## config.mk

```make
export PLATFORM = sky130hd
export DESIGN_NAME = pc_redirect_unit
export DESIGN_NICKNAME = d
export VERILOG_FILES = /design/src/rtl/pc_redirect_unit.sv
export SDC_FILE = /design/constraint.sdc
export NUM_CORES = 1
export LEC_CHECK = 0
export ABC_CLOCK_PERIOD_IN_PS = 2300
export BUFFER_PORTS_ARGS = -buffer_cell sky130_fd_sc_hd__buf_4
export CORE_AREA = 2 2 73 144
export DETAILED_ROUTE_END_ITERATION = 8
export DIE_AREA = 0 0 75 146
export HOLD_SLACK_MARGIN = 0.08
export PLACE_DENSITY = 0.83
export SYNTH_ARGS = -nofsm -noshare
export SYNTH_HDL_FRONTEND = slang
export SYNTH_SLANG_ARGS = --single-unit
```

## constraint.sdc

```tcl
create_clock -name CLK -period 2.3 [get_ports CLK]
set_clock_uncertainty 0.05 [all_clocks]
set_input_delay 0.345 -clock CLK [delete_from_list [all_inputs] [get_ports CLK]]
set_output_delay 0.345 -clock CLK [all_outputs]
set_load 0.005 [all_outputs]
```

## src/rtl/pc_redirect_unit.sv

```systemverilog
// Fetch PC register for the RV32IM pipeline: sequential fetch, stalls, taken-branch redirects,
// and a parked redirect that waits out a busy instruction memory.
module pc_redirect_unit #(
  parameter logic [31:0] RESET_VECTOR = 32'h0000_0000,
  parameter int unsigned CNT_WIDTH    = 16
) (
  input  logic                 CLK,
  input  logic                 RESET,
  input  logic                 PC_SEL,
  input  logic [31:0]          BJ_TARGET,
  input  logic                 STALL,
  input  logic                 IMEM_BUSY,
  output logic [31:0]          PC,
  output logic [31:0]          PC_PLUS4,
  output logic                 FLUSH_IFID,
  output logic                 FLUSH_IDEX,
  output logic                 MISALIGNED,
  output logic [CNT_WIDTH-1:0] REDIRECT_COUNT
);

  typedef enum logic {RUN = 1'b0, PENDING = 1'b1} state_t;

  localparam logic [CNT_WIDTH-1:0] CNT_ONE = {{(CNT_WIDTH-1){1'b0}}, 1'b1};

  state_t      state;
  logic [31:0] pend_target;
  logic [31:0] tgt_aligned;
  logic        redirect_run;

  // Bit 0 is dropped silently (JALR); bit 1 is dropped but reported via MISALIGNED.
  assign tgt_aligned  = BJ_TARGET & ~32'h0000_0003;
  assign PC_PLUS4     = PC + 32'd4;
  assign redirect_run = (state == RUN) & PC_SEL;
  assign FLUSH_IDEX   = redirect_run;
  assign FLUSH_IFID   = redirect_run | (state == PENDING);

  always_ff @(posedge CLK or posedge RESET) begin
    if (RESET) begin
      state          <= RUN;
      PC             <= RESET_VECTOR;
      pend_target    <= 32'h0;
      MISALIGNED     <= 1'b0;
      REDIRECT_COUNT <= '0;
    end else begin
      MISALIGNED <= 1'b0;
      case (state)
        RUN: begin
          if (PC_SEL) begin
            // A taken redirect wins over STALL: the stalled instruction is wrong-path.
            REDIRECT_COUNT <= REDIRECT_COUNT + CNT_ONE;
            MISALIGNED     <= BJ_TARGET[1];
            if (!IMEM_BUSY) begin
              PC <= tgt_aligned;
            end else begin
              pend_target <= tgt_aligned;
              state       <= PENDING;
            end
          end else if (!(STALL || IMEM_BUSY)) begin
            PC <= PC_PLUS4;
          end
        end
        PENDING: begin
          if (!IMEM_BUSY) begin
            PC    <= pend_target;
            state <= RUN;
          end
        end
        default: state <= RUN;
      endcase
    end
  end

endmodule

```

* Word level (Yosys, flattened, before mapping)
Cells that the tools add are included.
** Cells by class
- $add $sub $neg :: 2
- Equality and inequality tests :: 3
- Mux-type cells :: 10
- Bitwise gates (word level) :: 3
- Reduce and logical (&&, ||, !) cells :: 4
** Operator list (count)
- 2-to-1 mux 32 bit :: 4
- case mux 32 bit (2 select lines) :: 1
- adder 32 x 3 -> 32 bit (second input constant) :: 1
- adder 16 x 1 -> 16 bit (second input constant) :: 1
- inequality test 3 bit (second input constant) :: 2
- AND reduction 3 bit :: 2
- 2-to-1 mux 1 bit :: 4
- inequality test 2 bit (second input constant) :: 1
- case mux 1 bit (2 select lines) :: 1
- AND reduction 2 bit :: 1
- AND 1 bit :: 1
- logical OR 1 bit :: 1
- inverter 1 bit :: 1
- OR 1 bit :: 1
** Word-level totals
- Register bits :: 80
- Logic and storage cells :: 27

* Longest topological paths before layout
- Depth after elaboration :: 4
- Gate-level depth with buffers :: 7

* Worst setup path before layout
Ideal clock, no wire load.
- Path kind :: reg-to-output
- Start point :: reg PC[2]
- End point :: out PC_PLUS4[30]
- Data arrival time :: 1.950 ns
- Data required time :: 1.905 ns
- Slack :: -0.045 ns
- Cell stages (with the launch flop) :: 7
- Path buffers :: 1
- Cell sequence :: dfrtp_1 > ha_1 > nand4_1 > or4_1 > buf_2 > nor3_1 > xor2_1
** On the way
- Cells in the longest elaborated chain, start to end :: 1
** RTL lines
- start, declared :: RTL line 13 : output logic [31:0] PC,
- start signal, assigned :: RTL line 53 : PC <= tgt_aligned;
- start signal, assigned :: RTL line 64 : PC <= pend_target;
- adder 32 x 3 -> 32 bit :: RTL line 32 : assign PC_PLUS4 = PC + 32'd4;
- end, declared :: RTL line 14 : output logic [31:0] PC_PLUS4,
No other way between the ends.

* Worst setup path in the final report
Same ends and word-level chain as after synthesis.

==> metrics.md <==
| Metric | Value |
|---|---|
| Final Critical Period | 2.54 ns |
| Die Ht | 146 um |
| CTS Root Buffer Type | clkbuf_16 |
| Post-Syn Instances | 470 |
| Num ports | 120 |
| Hold Vio Cnt, Final | 0 |
| Gr usage total | 0.282 |
| Worst path slowest cell | or4_4 |
| Synth Area per Inst | 9.73 sq um |
| Status | finished, violations left |
| Crit-path max FO | 6 |
| Port bufs | 114 |
| Initial drt markers | 509 |
| Clk sinks | 78 |
| Part of the Yosys area used for sequential elements | 0.427 |
| Via count | 4725 |
| Fmax | 394 MHz |
| DIE AREA | 11000 sq um |
| Setup crit end kind | output pin |
| Arrival @ worst endpoint | 2.14 ns |
| Total of max-cap violations | 0 |
| CP top delay family | simple AND/OR/NAND/NOR gates |
| Synth Cell Area | 4570 sq um |
| Initial antenna violation count | 0 |
| CP max stage delay | 0.59 ns |
| Share of cells above drive strength 1 | 0.444 |
| Pwr Density | 795 nW/um^2 |
| Fin area | 6660 sq um |
| Yosys synthesis warning count | 0 |
| Pre-antenna DRT Iters | 5 |
| Startpoint type of the worst setup path | flip-flop |
| #FFs+latches synth | 78 |
| Core outline area | 9760 sq um |
| Total CTS buffers | 9 |
| Failing checks | negative setup slack |
| Crit-path cells | ha_2 -> nand4_1 -> or4_4 -> nor3_4 -> xor2_1 -> buf_4 |
| Layout net count | 674 |
| Post-place instance area | 5890 sq um |
| Fillers | 689 |
| Max VDD drop | 0.681 mV |
| Largest net degree at the start of global routing | 37 |
| CP required | 1.90 ns |
| Pleak | 3.09 nW |
| Clk_lat worst skew | 0.35 ns |
| Slew Limit Fails | 0 |
| Post-route ant nets | 0 |
| Tot Pwr | 5.30 mW |
| Hold WC Path Type | primary input to flip-flop |
| Worst Path Buf+Inv | 1 |
| FFs w/ async S/R, synth | 1.00 |
| Drt total wl | 15.8 mm |
| Gpl congestion | 0.885 |
| Initial core utilization | 0.468 |
| Reg clk slew, reported paths | 0.06 ns |
| Slew HR | 0.606 |
| Post-synth EDFFs | 0 |
| First-pass GRT wire length | 23.5 mm |
| Crit path kind | flip-flop to output pin |
| Post-synth cell types | 55 |
| Cell Count, Final, Fillers Out | 772 |
| Vias per cell | 6.12 |
| Row cnt | 51 |
| Final setup vio count | 19 |
| Die W | 75 um |
| HPWL after DPL | 10.1 mm |
| Number of global-route vias before repair | 4661 |
| Number of antenna diodes | 0 |
| Longest Clk Path Bufs | 2 |
| Most used DFF post-synth | dfrtp_1 |
| Placed insts | 735 |
| DRC viols | 0 |
| # H-tree levels | 3 |
| Grt ovf | 0 |
| RSZ-0062 raised after global routing | true |
| Worst slew pin tran | 0.589 ns |
| CTS tree | done |
| DR WL/cell | 20.4 um |
| Final worst-path setup slack | -0.238 ns |
| Area Growth Syn to Fin | 45.7% |
| Tcrit/Tclk final | 1.10 |
[registers in the layout, indices dropped and copies added, names as in the netlist]
name and cells:
state 1, pend_target 30, MISALIGNED 1, REDIRECT_COUNT 16, PC 30
[stage by stage]
stage | setup WS (ns) | hold WS (ns) | setup TNS, ns | utilization
2_1_floorplan | -0.0243 | 0.400 | -0.0482 | -
3_3_place_gp | -0.0580 | 0.381 | -0.0845 | 0.603
3_5_place_dp | -0.0991 | 0.380 | -0.149 | 0.603
4_1_cts | -0.230 | 0.167 | -1.37 | 0.665
5_1_grt | -0.312 | 0.173 | -3.65 | 0.683
6_report | -0.238 | 0.164 | -2.13 | 0.683
[path summary, 6_finish.rpt]
| path | start | to | slack (ns) | cells past startpoint |
|---|---|---|---|---|
| max in group asynchronous | RESET | MISALIGNED$_DFF_PP0_ | 1.01 | 4 |
| min in group asynchronous | RESET | pend_target[21]$_DFFE_PP0P_ | 0.56 | 3 |
| min | BJ_TARGET[1] | MISALIGNED$_DFF_PP0_ | 0.16 | 2 |
| max reg2reg | PC[2]$_DFFE_PP0P_ | PC[24]$_DFFE_PP0P_ | 0.06 | 6 |
| max | PC[2]$_DFFE_PP0P_ | PC_PLUS4[30] | -0.24 | 6 |
| min reg2reg | REDIRECT_COUNT[15]$_DFFE_PP0P_ | REDIRECT_COUNT[15]$_DFFE_PP0P_ | 0.42 | 1 |
[where the power goes]
part | switching [mW] | total (mW) | internal [mW]
logic | 0.915 | 1.93 | 1.01
clock network | 0.660 | 1.42 | 0.758
registers | 0.304 | 1.95 | 1.65
[per-layer routing]
layer	GRT usage	wire length (um)	vias to the layer above
met5	0	0	-
met2	0.468	8370	281
met1	0.319	5590	2304
li1	-	-	2069
met4	0.180	842	0
met3	0.0478	972	71
[final cells by class]
| class | count | area, sq um | share of cell area |
|---|---|---|---|
| clock buffers | 9 | 225 | 0.0338 |
| clock inverters | 7 | 65.1 | 0.00976 |
| inverters | 12 | 48.8 | 0.00732 |
| multi-input cells | 344 | 2710 | 0.406 |
| flip-flops and latches | 78 | 1950 | 0.293 |
| well taps | 132 | 165 | 0.0248 |
| repair buffers | 190 | 1500 | 0.225 |
[kinds of logic after synthesis]
family                     share of synthesized area
AOI/OAI and AO/OA                              0.149
DFF                                            0.427
xor gates and xnor gates                      0.0824
adders and majority gates                    0.00547
and+or+nand+nor                                0.184
muxes                                          0.104
other                                       0.000820
buffers and inverters                         0.0465
[layout by cell type (no fill, tap or decap), types with 15 or more instances in the layout]
cell / count
xnor2_1: 17
o21ai_0: 24
nand2_1: 30
buf_4: 176
mux2_2: 29
nor2_1: 20
xor2_1: 21
dfrtp_1: 76
nand4_1: 20
mux2i_1: 15
[cell usage after synthesis (all sizes together), types with 7 or more instances]
| library cell | count | area share |
|---|---|---|
| xor2 | 21 | 0.040 |
| mux2i | 15 | 0.033 |
| nand2 | 33 | 0.027 |
| a22o | 10 | 0.019 |
| nor2 | 22 | 0.018 |
| nor4 | 12 | 0.016 |
| clkbuf | 26 | 0.022 |
| o21ai | 24 | 0.026 |
| o2bb2ai | 7 | 0.013 |
| dfrtp | 78 | 0.43 |
| inv | 12 | 0.0098 |
| mux2 | 29 | 0.071 |
| nand4 | 21 | 0.032 |
| a21oi | 9 | 0.0098 |
| and3 | 10 | 0.014 |
| xnor2 | 22 | 0.042 |
| nand3 | 22 | 0.024 |
| nor3 | 12 | 0.014 |
| buf | 13 | 0.015 |
| o211ai | 11 | 0.018 |
[what timing repair did]
action / in CTS / in global routing
resized for setup: 40 / 23
hold endpoints to repair: 21 / 0
pin swaps: 15 / 9
buffers inserted: 12 / 9
setup endpoints to repair: 19 / 23
hold buffers: 1 / 0
No activity file was read; power rests on OpenSTA's default activity.
